**config.mk**
```make
export PLATFORM = sky130hd
export DESIGN_NAME = mips16_control_fsm_flat
export DESIGN_NICKNAME = d
export VERILOG_FILES = /design/src/rtl/mips16_control_fsm_if.sv /design/src/rtl/mips16_control_fsm.sv /design/src/flat_wrapper.sv
export SDC_FILE = /design/constraint.sdc
export NUM_CORES = 1
export LEC_CHECK = 0
export ABC_AREA = 1
export CAP_MARGIN = 20
export CORE_MARGIN = 4
export CORE_UTILIZATION = 40
export DETAILED_ROUTE_END_ITERATION = 16
export GPL_ROUTABILITY_DRIVEN = 0
export PLACE_DENSITY_LB_ADDON = 0.1
export SLEW_MARGIN = 20
export SYNTH_ARGS = -nofsm -noshare
export SYNTH_HDL_FRONTEND = slang
export SYNTH_SLANG_ARGS = --single-unit
```
**constraint.sdc**
```tcl
create_clock -name clk -period 4.2 [get_ports clk]
set_clock_uncertainty 0.15 [all_clocks]
set_input_delay 1.26 -clock clk [delete_from_list [all_inputs] [get_ports clk]]
set_output_delay 1.26 -clock clk [all_outputs]
set_load 0.02 [all_outputs]
```
**src/rtl/mips16_control_fsm_if.sv**
```systemverilog
// Control-unit bundle: IR/ALU/memory inputs in, datapath selects and enables out.
// The master modport is the control FSM; the slave modport is the datapath side.
interface mips16_control_fsm_if;
    logic [15:0] instr;
    logic        zero;
    logic        mem_ready;
    logic [3:0]  alu_sel;
    logic        alu_src_a;
    logic [1:0]  alu_src_b;
    logic        mem_req;
    logic        mem_we;
    logic        iord;
    logic        ir_we;
    logic        pc_we;
    logic [1:0]  pc_src;
    logic        reg_we;
    logic        reg_dst;
    logic        mem_to_reg;
    logic [2:0]  state;
    logic        halted;
    logic        illegal;
    logic        bus_error;

    modport master (
        input  instr, zero, mem_ready,
        output alu_sel, alu_src_a, alu_src_b, mem_req, mem_we, iord, ir_we, pc_we,
               pc_src, reg_we, reg_dst, mem_to_reg, state, halted, illegal, bus_error
    );

    modport slave (
        output instr, zero, mem_ready,
        input  alu_sel, alu_src_a, alu_src_b, mem_req, mem_we, iord, ir_we, pc_we,
               pc_src, reg_we, reg_dst, mem_to_reg, state, halted, illegal, bus_error
    );
endinterface

```
**src/rtl/mips16_control_fsm.sv**
```systemverilog
// Multi-cycle MIPS16 main control: 3-5 cycles per instruction plus memory wait cycles;
// mem_req holds until mem_ready, and a stalled access past MEM_TIMEOUT cycles halts with bus_error.
module mips16_control_fsm #(
    parameter int MEM_TIMEOUT = 255
) (
    input  logic                  clk,
    input  logic                  reset,
    mips16_control_fsm_if.master  bus
);
    typedef enum logic [2:0] {
        START  = 3'd0,
        FETCH  = 3'd1,
        DECODE = 3'd2,
        EXEC   = 3'd3,
        MEM    = 3'd4,
        WB     = 3'd5,
        BRANCH = 3'd6,
        HALT   = 3'd7
    } state_t;

    localparam logic [3:0] OP_R0   = 4'h0;
    localparam logic [3:0] OP_R1   = 4'h1;
    localparam logic [3:0] OP_LW   = 4'h3;
    localparam logic [3:0] OP_SW   = 4'h4;
    localparam logic [3:0] OP_BEQ  = 4'h5;
    localparam logic [3:0] OP_BNE  = 4'h6;
    localparam logic [3:0] OP_J    = 4'h7;
    localparam logic [3:0] OP_HALT = 4'hF;
    localparam logic [3:0] ALU_ADD = 4'b0000;

    localparam int CW = (MEM_TIMEOUT > 1) ? $clog2(MEM_TIMEOUT) : 1;
    localparam logic [CW-1:0] TO_LAST = (MEM_TIMEOUT > 0) ? CW'(MEM_TIMEOUT - 1) : '0;

    state_t        cur, nxt;
    logic [3:0]    op_q;
    logic [2:0]    fn_q;
    logic          illegal_q, bus_error_q;
    logic [CW-1:0] wait_cnt;
    logic          to_hit, set_ill, set_berr;
    logic          r_type;

    logic unused_fields;
    assign unused_fields = ^bus.instr[11:3];

    function automatic logic is_illegal(input logic [3:0] op, input logic [2:0] fn);
        case (op)
            4'h0, 4'h2, 4'h3, 4'h4, 4'h5, 4'h6, 4'h7, 4'hF: is_illegal = 1'b0;
            4'h1:    is_illegal = (fn == 3'd6) || (fn == 3'd7);
            default: is_illegal = 1'b1;
        endcase
    endfunction

    assign r_type = (op_q == OP_R0) || (op_q == OP_R1);
    // mem_ready in the terminal wait cycle still completes the access
    assign to_hit = (MEM_TIMEOUT != 0) && (wait_cnt == TO_LAST);

    always_ff @(posedge clk or posedge reset) begin
        if (reset) begin
            cur         <= START;
            op_q        <= '0;
            fn_q        <= '0;
            illegal_q   <= 1'b0;
            bus_error_q <= 1'b0;
            wait_cnt    <= '0;
        end else begin
            cur <= nxt;
            if (cur == DECODE) begin
                op_q <= bus.instr[15:12];
                fn_q <= bus.instr[2:0];
            end
            if (set_ill)
                illegal_q <= 1'b1;
            if (set_berr)
                bus_error_q <= 1'b1;
            if (nxt != cur)
                wait_cnt <= '0;
            else if (((cur == FETCH) || (cur == MEM)) && !bus.mem_ready)
                wait_cnt <= wait_cnt + CW'(1);
        end
    end

    always_comb begin
        nxt            = cur;
        set_ill        = 1'b0;
        set_berr       = 1'b0;
        bus.alu_sel    = ALU_ADD;
        bus.alu_src_a  = 1'b0;
        bus.alu_src_b  = 2'b00;
        bus.mem_req    = 1'b0;
        bus.mem_we     = 1'b0;
        bus.iord       = 1'b0;
        bus.ir_we      = 1'b0;
        bus.pc_we      = 1'b0;
        bus.pc_src     = 2'b00;
        bus.reg_we     = 1'b0;
        bus.reg_dst    = 1'b0;
        bus.mem_to_reg = 1'b0;
        bus.halted     = 1'b0;
        case (cur)
            START: nxt = FETCH;
            FETCH: begin
                bus.mem_req   = 1'b1;
                bus.alu_src_b = 2'b01;
                if (bus.mem_ready) begin
                    bus.ir_we = 1'b1;
                    bus.pc_we = 1'b1;
                    nxt       = DECODE;
                end else if (to_hit) begin
                    set_berr = 1'b1;
                    nxt      = HALT;
                end
            end
            DECODE: begin
                if (is_illegal(bus.instr[15:12], bus.instr[2:0])) begin
                    set_ill = 1'b1;
                    nxt     = HALT;
                end else begin
                    case (bus.instr[15:12])
                        OP_HALT:               nxt = HALT;
                        OP_BEQ, OP_BNE, OP_J:  nxt = BRANCH;
                        default:               nxt = EXEC;
                    endcase
                end
            end
            EXEC: begin
                bus.alu_src_a = 1'b1;
                if (r_type) begin
                    bus.alu_sel   = {op_q[0], fn_q};
                    bus.alu_src_b = 2'b00;
                end else begin
                    bus.alu_src_b = 2'b10;
                end
                nxt = ((op_q == OP_LW) || (op_q == OP_SW)) ? MEM : WB;
            end
            MEM: begin
                bus.mem_req = 1'b1;
                bus.iord    = 1'b1;
                bus.mem_we  = (op_q == OP_SW);
                if (bus.mem_ready) begin
                    nxt = (op_q == OP_SW) ? FETCH : WB;
                end else if (to_hit) begin
                    set_berr = 1'b1;
                    nxt      = HALT;
                end
            end
            WB: begin
                bus.reg_we     = 1'b1;
                bus.reg_dst    = r_type;
                bus.mem_to_reg = (op_q == OP_LW);
                nxt            = FETCH;
            end
            BRANCH: begin
                if (op_q == OP_J) begin
                    bus.pc_src = 2'b10;
                    bus.pc_we  = 1'b1;
                end else begin
                    bus.alu_src_a = 1'b1;
                    bus.alu_sel   = (op_q == OP_BEQ) ? 4'b1110 : 4'b1111;
                    bus.pc_src    = 2'b01;
                    bus.pc_we     = bus.zero;
                end
                nxt = FETCH;
            end
            HALT:    bus.halted = 1'b1;
            default: nxt = START;
        endcase
    end

    assign bus.state     = cur;
    assign bus.illegal   = illegal_q;
    assign bus.bus_error = bus_error_q;
endmodule

```
**src/flat_wrapper.sv**
```systemverilog
// flat-port wrapper written by rule: the top's interface ports become plain ports
module mips16_control_fsm_flat 
#(
    parameter int MEM_TIMEOUT = 255
)
  (clk, reset, bus_instr, bus_zero, bus_mem_ready, bus_alu_sel, bus_alu_src_a, bus_alu_src_b, bus_mem_req, bus_mem_we, bus_iord, bus_ir_we, bus_pc_we, bus_pc_src, bus_reg_we, bus_reg_dst, bus_mem_to_reg, bus_state, bus_halted, bus_illegal, bus_bus_error);
  mips16_control_fsm_if bus_i ();
  input  logic clk;
  input  logic reset;
  input wire logic [$bits(bus_i.instr)-1:0] bus_instr;
  input wire logic [$bits(bus_i.zero)-1:0] bus_zero;
  input wire logic [$bits(bus_i.mem_ready)-1:0] bus_mem_ready;
  output wire logic [$bits(bus_i.alu_sel)-1:0] bus_alu_sel;
  output wire logic [$bits(bus_i.alu_src_a)-1:0] bus_alu_src_a;
  output wire logic [$bits(bus_i.alu_src_b)-1:0] bus_alu_src_b;
  output wire logic [$bits(bus_i.mem_req)-1:0] bus_mem_req;
  output wire logic [$bits(bus_i.mem_we)-1:0] bus_mem_we;
  output wire logic [$bits(bus_i.iord)-1:0] bus_iord;
  output wire logic [$bits(bus_i.ir_we)-1:0] bus_ir_we;
  output wire logic [$bits(bus_i.pc_we)-1:0] bus_pc_we;
  output wire logic [$bits(bus_i.pc_src)-1:0] bus_pc_src;
  output wire logic [$bits(bus_i.reg_we)-1:0] bus_reg_we;
  output wire logic [$bits(bus_i.reg_dst)-1:0] bus_reg_dst;
  output wire logic [$bits(bus_i.mem_to_reg)-1:0] bus_mem_to_reg;
  output wire logic [$bits(bus_i.state)-1:0] bus_state;
  output wire logic [$bits(bus_i.halted)-1:0] bus_halted;
  output wire logic [$bits(bus_i.illegal)-1:0] bus_illegal;
  output wire logic [$bits(bus_i.bus_error)-1:0] bus_bus_error;
  assign bus_i.instr = bus_instr;
  assign bus_i.zero = bus_zero;
  assign bus_i.mem_ready = bus_mem_ready;
  assign bus_alu_sel = bus_i.alu_sel;
  assign bus_alu_src_a = bus_i.alu_src_a;
  assign bus_alu_src_b = bus_i.alu_src_b;
  assign bus_mem_req = bus_i.mem_req;
  assign bus_mem_we = bus_i.mem_we;
  assign bus_iord = bus_i.iord;
  assign bus_ir_we = bus_i.ir_we;
  assign bus_pc_we = bus_i.pc_we;
  assign bus_pc_src = bus_i.pc_src;
  assign bus_reg_we = bus_i.reg_we;
  assign bus_reg_dst = bus_i.reg_dst;
  assign bus_mem_to_reg = bus_i.mem_to_reg;
  assign bus_state = bus_i.state;
  assign bus_halted = bus_i.halted;
  assign bus_illegal = bus_i.illegal;
  assign bus_bus_error = bus_i.bus_error;
  mips16_control_fsm #(.MEM_TIMEOUT(MEM_TIMEOUT)) u_core (.clk(clk), .reset(reset), .bus(bus_i));
endmodule
```
==> results of run 1 <==
synthesized netlist by cell type (all sizes together):
library cell	count	area, um2
dfrtp	20	500
o21ai	10	50.1
a21oi	2	10.0
o21bai	2	15.0
nand3	16	103
xor2	4	35.0
a31o	1	8.76
nor2	34	148
inv	29	114
nor3	1	5.00
o21a	1	7.51
xnor2	3	26.3
ha	2	25.0
buf	1	11.3
nand2	64	263
cells by family after synthesis:
family,after synthesis,synth area share
AOI/OAI and AO/OA,16,0.0691
xor gates and xnor gates,7,0.0464
adders and majority gates,2,0.0189
DFF,20,0.379
buffers and inverters,30,0.0947
and+or+nand+nor,115,0.392
power by group:
part / switching (mW) / internal (mW) / total (mW)
Clock: 0.0621 / 0.0964 / 0.158
Sequential: 0.0740 / 0.249 / 0.323
Combinational: 0.392 / 0.259 / 0.651
critical path: cells and delay by family:
family        cells  cell delay [ns]
simple gates      1             0.17
buf+inv           4             1.28
sequential cells by signal, summed over array words and instances, names as in the netlist:
register / flops
u_core.bus.bus_error: 1
u_core.bus.illegal: 1
u_core.bus.state: 3
u_core.fn_q: 3
u_core.op_q: 4
u_core.wait_cnt: 8
area by class of cell:
class | instances | share of cell area
Tap cell | 44 | 0.0312
Inverter | 29 | 0.0645
Timing Repair Buffer | 35 | 0.197
Clock buffer | 3 | 0.0128
Sequential cell | 20 | 0.283
Clock inverter | 1 | 0.0170
Multi-Input combinational cell | 140 | 0.394
timing repair:
action / 4_1_cts / 5_1_grt
gates resized for setup: 0 / 1
endpoints found under the hold margin: 0 / 0
endpoints found under the setup margin: 0 / 1
hold buffers: 0 / 0
final timing paths:
kind | slack (ns) | end | cells after the start | start
setup / recovery | 0.07 | bus_ir_we | 5 | bus_mem_ready
hold / removal | 0.33 | u_core.fn_q[0] | 2 | u_core.fn_q[0]
setup reg to reg | 2.21 | u_core.wait_cnt[2] | 11 | u_core.bus.state[2]
hold reg to reg | 0.33 | u_core.fn_q[0] | 2 | u_core.fn_q[0]
max in group asynchronous | 2.19 | u_core.bus.state[1] | 2 | reset
min in group asynchronous | 1.23 | u_core.bus.illegal | 2 | reset
per-layer routing:
| layer | wire, um | vias to the layer above |
|---|---|---|
| met3 | 151 | 4 |
| met1 | 1410 | 582 |
| li1 | - | 659 |
| met4 | 36 | 0 |
| met5 | 0 | - |
| met2 | 1380 | 31 |
stage by stage:
stage | hold WS, ns | setup slack, ns | cell area, um2 | instances
floorplan | 0.292 | 0.726 | 1320 | 190
global placement | 0.305 | 0.0583 | 1710 | 268
detailed placement | 0.311 | 0.0640 | 1710 | 268
CTS | 0.342 | 0.0580 | 1760 | 272
global route | 0.364 | 0.0335 | 1770 | 272
finish | 0.335 | 0.0720 | 1770 | 272
==> key figures, run 1 <==
Run status
  – Status: finished, final reports clean

Floorplan
  – Core area: 3100 um2
  – Die Ht: 65.5 um
  – Die ar.: 4290 um2
  – I/O Pins: 43
  – Row count: 20
  – Overall die width: 65.5 um
  – Initial Util: 0.426

Clocking
  – Postcts setup bufs: 0
  – H-tree levels: 1
  – Clk buf depth: 2
  – CTS Root Cell: clkbuf_4
  – Sink Count: 20
  – CTS tree: done
  – Clk Latency, worst-skew pair: 0.30 ns
  – CTS Buf Count: 3
  – Clock slew at reported path FFs: 0.12 ns

Final layout
  – ANT cells: 0
  – Most frequent cells in the layout: nand2_1 (59), clkdlybuf4s50_1 (32), nor2_1 (30), inv_1 (25), dfrtp_1 (20)
  – Fraction of layout cells with a size suffix above 1: 0.101
  – Seq. cell area: 500 um2
  – Commonest non-fill, non-tap cell in the layout: nand2_1
  – Number of nets in the layout: 251
  – Fillcell total: 338
  – Synthesis-to-finish area growth: 33.6%
  – Multi-input logic area: 696 um2
  – Final core occ: 0.569

Synthesis
  – Mapped Cells: 190
  – Seq/Total Area, Yosys: 0.379
  – Synth Area per Inst: 6.95 um2
  – Yosys warning total: 0
  – Synthesized flop and latch total: 20
  – Syn Std Cell Area: 1320 um2
  – Netlist cell types: 23
  – Syn Nets: 212

Critical path
  – Crit-path max cell delay: 0.59 ns
  – CP startpoint kind: primary input
  – CP max stage cell: clkdlybuf4s50_1
  – Most Frequent Cell on Critical Path: clkdlybuf4s50_1
  – Crit end category: output pin
  – Worst path cell trace: clkdlybuf4s50_1 -> inv_1 -> nor2_1 -> buf_4 -> clkdlybuf4s50_1
  – Critical path required time: 2.79 ns
  – Worst Path Max Fanout: 3
  – Crit path arrival time: 2.72 ns
  – Crit path kind: in2out

Power and ir drop
  – Worst vdd ir: 0.000267 V
  – Pwr/cell area: 642 nW/um2
  – Overall Power: 1.13 mW
  – P_leak: 0.867 nW

Route
  – Post-route ant nets: 0
  – WL final: 2.98 mm
  – Detailed Routing Iterations Pass 1: 4
  – # DRC: 0
  – Vias: 1,276
  – Drt via density: 4.69
  – Initial DRC count: 53
  – Drt wl/cell: 11.0 um

GRT
  – Met2 Track Usage GR: 0.257
  – Vias in the first global route: 1,219
  – Largest net degree at the start of global routing: 21
  – Initial antenna violation count: 0
  – Met3 usage: 0.0325
  – Grt peak-use layer: met2
  – Remaining Overflow, GRT: 0
  – Gr usage total: 0.154
  – Grt met1 use: 0.194
  – First-pass GRT wire length: 5.20 mm

Placement
  – IO buf count: 33
  – Post-DP HPWL: 2.37 mm

STA
  – Slew Limit Fails: 0
  – RSZ-0062 raised after global routing: false
  – Final setup violation count: 0
  – Period utilisation layout: 0.983
  – Slew @ Worst Pin: 0.769 ns
  – Final min period: 4.13 ns
  – Final Hold Fails: 0
  – Setup TNS: 0 ns
  – Max Fclk: 242 MHz
  – Rel. slew slack: 0.487

Job
  – Max-cap violations: 0

Worst hold path
  – Type of the worst min-delay path: reg2reg
(Power assumes the default switching activity.)
==> run 2: changes to the inputs <==
Settings changed: GPL_ROUTABILITY_DRIVEN 0 to unset.
==> results of run 2 <==
Same layout as run 1: the final DEF is identical, and so are final timing and power.
==> run 3: changes to the inputs <==
Settings changed: SETUP_SLACK_MARGIN set to 0.4.
==> run 3 against run 2 <==
Against the previous run:
- critical path depth unchanged
- critical path type unchanged
- fmax up 10%
- largest cell class unchanged
- highest routed layer unchanged
- setup slack better by 0.39 ns
- largest power group unchanged
- flip-flop and latch count unchanged
- power down 0.12%
==> key figures, run 3 (synthesized netlist as in run 1, its figures left out) <==
Route
  – Initial DRC count: 68 (+28%)
  – Drt wl/cell: 11.0 um (+0.70%)
  – Post-route ant nets: 0 (unchanged)
  – # DRC: 0 (unchanged)
  – Detailed Routing Iterations Pass 1: 4 (unchanged)
  – WL final: 3.00 mm (+0.70%)
  – Drt via density: 4.68 (-0.31%)
  – Vias: 1,272 (-0.31%)

GRT
  – Met3 usage: 0.0325 (unchanged)
  – Grt met1 use: 0.194 (unchanged)
  – First-pass GRT wire length: 5.20 mm (unchanged)
  – Met2 Track Usage GR: 0.257 (unchanged)
  – Initial antenna violation count: 0 (unchanged)
  – Remaining Overflow, GRT: 0 (unchanged)
  – Grt peak-use layer: met2
  – Gr usage total: 0.154 (unchanged)
  – Vias in the first global route: 1,219 (unchanged)
  – Largest net degree at the start of global routing: 21 (unchanged)

Clocking
  – Sink Count: 20 (unchanged)
  – CTS Root Cell: clkbuf_4
  – Clk buf depth: 2 (unchanged)
  – CTS Buf Count: 3 (unchanged)
  – Clock slew at reported path FFs: 0.12 ns (about the same)
  – H-tree levels: 1 (unchanged)
  – Clk Latency, worst-skew pair: 0.30 ns (about the same)
  – CTS tree: done

STA
  – Max Fclk: 267 MHz (+10%)
  – Slew @ Worst Pin: 0.766 ns (-0.00231 ns)
  – Final min period: 3.74 ns (-0.385 ns)
  – Setup TNS: 0 ns (unchanged)
  – RSZ-0062 raised after global routing: false
  – Final Hold Fails: 0 (unchanged)
  – Rel. slew slack: 0.489 (+0.00154)
  – Slew Limit Fails: 0 (unchanged)
  – Period utilisation layout: 0.891 (-0.0917)
  – Final setup violation count: 0 (unchanged)
  – Final WS setup: 0.457 ns (+0.385 ns)

Job
  – Max-cap violations: 0 (unchanged)

Final layout
  – Number of nets in the layout: 251 (unchanged)
  – Fraction of layout cells with a size suffix above 1: 0.118 (+0.0175)
  – Top Registers: u_core.wait_cnt x8, u_core.op_q x4
  – ANT cells: 0 (unchanged)
  – Most frequent cells in the layout: nand2_1 (59), clkdlybuf4s50_1 (30), nor2_1 (29), inv_1 (25), dfrtp_1 (19)
  – Max FFs per register: 8 (unchanged)
  – Synthesis-to-finish area growth: 33.6% (unchanged)
  – Commonest non-fill, non-tap cell in the layout: nand2_1
  – Reg with most FFs: u_core.wait_cnt

Power and ir drop
  – P_leak: 0.867 nW (about the same)
  – Flop pwr share: 0.287 (+0.002)
  – Pwr/cell area: 641 nW/um2 (-0.12%)
  – Clock share of power: 0.140 (about the same)
  – Switching part of the total: 0.468 (+0.00216)
  – Overall Power: 1.13 mW (-0.12%)
  – Comb pwr share: 0.573 (-0.002)
  – Switching power: 530 uW (+0.34%)
  – Worst vdd ir: 0.000269 V (+0.95%)
  – Internal: 601 uW (-0.52%)

Placement
  – IO buf count: 33 (unchanged)
  – Post-DP HPWL: 2.37 mm (unchanged)
  – Dpl ws: 0.0640 ns (unchanged)
  – GPL Wtd Cong: 0.871

Floorplan
  – Die ar.: 4290 um2 (unchanged)
  – Die Ht: 65.5 um (unchanged)
  – Row count: 20 (unchanged)
  – Core area: 3100 um2 (unchanged)
  – Overall die width: 65.5 um (unchanged)
  – Initial Util: 0.426 (unchanged)
  – I/O Pins: 43 (unchanged)

Critical path
  – Crit path kind: in2out
  – Crit end category: output pin
  – Crit path arrival time: 2.33 ns (-0.39 ns)
  – Worst Path Max Fanout: 3 (unchanged)
  – CP startpoint kind: primary input
  – Critical path required time: 2.79 ns (about the same)

Run status
  – Status: finished, final reports clean

Worst hold path
  – Type of the worst min-delay path: reg2reg
[run 3: what timing repair did]
| action | 4_1_cts | 5_1_grt |
|---|---|---|
| endpoints found under the setup margin | 3 | 3 |
| resized for setup | 8 | 3 |
| setup buffers | 0 | 0 |
| pin swaps | 0 | 0 |
| hold buffers | 0 | 0 |
[run 3: worst paths after layout]
| kind | startpoint | to | slack [ns] | cells past startpoint |
|---|---|---|---|---|
| min in group asynchronous | reset | u_core.bus.illegal | 1.23 | 2 |
| max reg2reg | u_core.bus.state[1] | u_core.wait_cnt[2] | 2.38 | 11 |
| max in group asynchronous | reset | u_core.bus.state[2] | 2.15 | 2 |
| min reg2reg | u_core.fn_q[0] | u_core.fn_q[0] | 0.33 | 2 |
| max | bus_mem_ready | bus_ir_we | 0.46 | 5 |
| min | u_core.fn_q[0] | u_core.fn_q[0] | 0.33 | 2 |
[run 3: per-layer routing]
layer | vias up | part of all wire
met5 | - | 0
li1 | 656 | -
met1 | 584 | 0.48
met2 | 28 | 0.46
met4 | 0 | 0.012
met3 | 4 | 0.047
[run 3: area by class of cell]
| class | count | area, um2 |
|---|---|---|
| timing repair buffer | 35 | 344 |
| sequential | 20 | 502 |
| clock inverter | 1 | 30.0 |
| inverter | 29 | 114 |
| clock buffer | 3 | 22.5 |
| multi-input combinational | 140 | 698 |
| fill | 338 | 1340 |
| tap | 44 | 55.1 |
[run 3: critical path: stages]
cell and delay (ns):
clkdlybuf4s50_1 0.49, inv_1 0.07, nor2_2 0.14, buf_4 0.13
clkdlybuf4s15_2 0.25
[run 3: power by group through the flow]
stage	logic (mW)	clock network, mW	registers, mW
final	0.648	0.159	0.324
after global routing	0.721	0.177	0.334
after CTS	0.658	0.166	0.324
after detailed placement	0.658	0	0.326
after global placement	0.651	0	0.325
after floorplan	0.436	0	0.319
[run 3: stage by stage]
stage | cell area, um2 | hold slack (ns) | cells | util
2_1_floorplan | 1320 | 0.292 | 190 | -
3_3_place_gp | 1710 | 0.305 | 268 | 0.551
3_5_place_dp | 1710 | 0.311 | 268 | 0.551
4_1_cts | 1770 | 0.342 | 272 | 0.569
5_1_grt | 1770 | 0.364 | 272 | 0.569
6_report | 1770 | 0.335 | 272 | 0.569
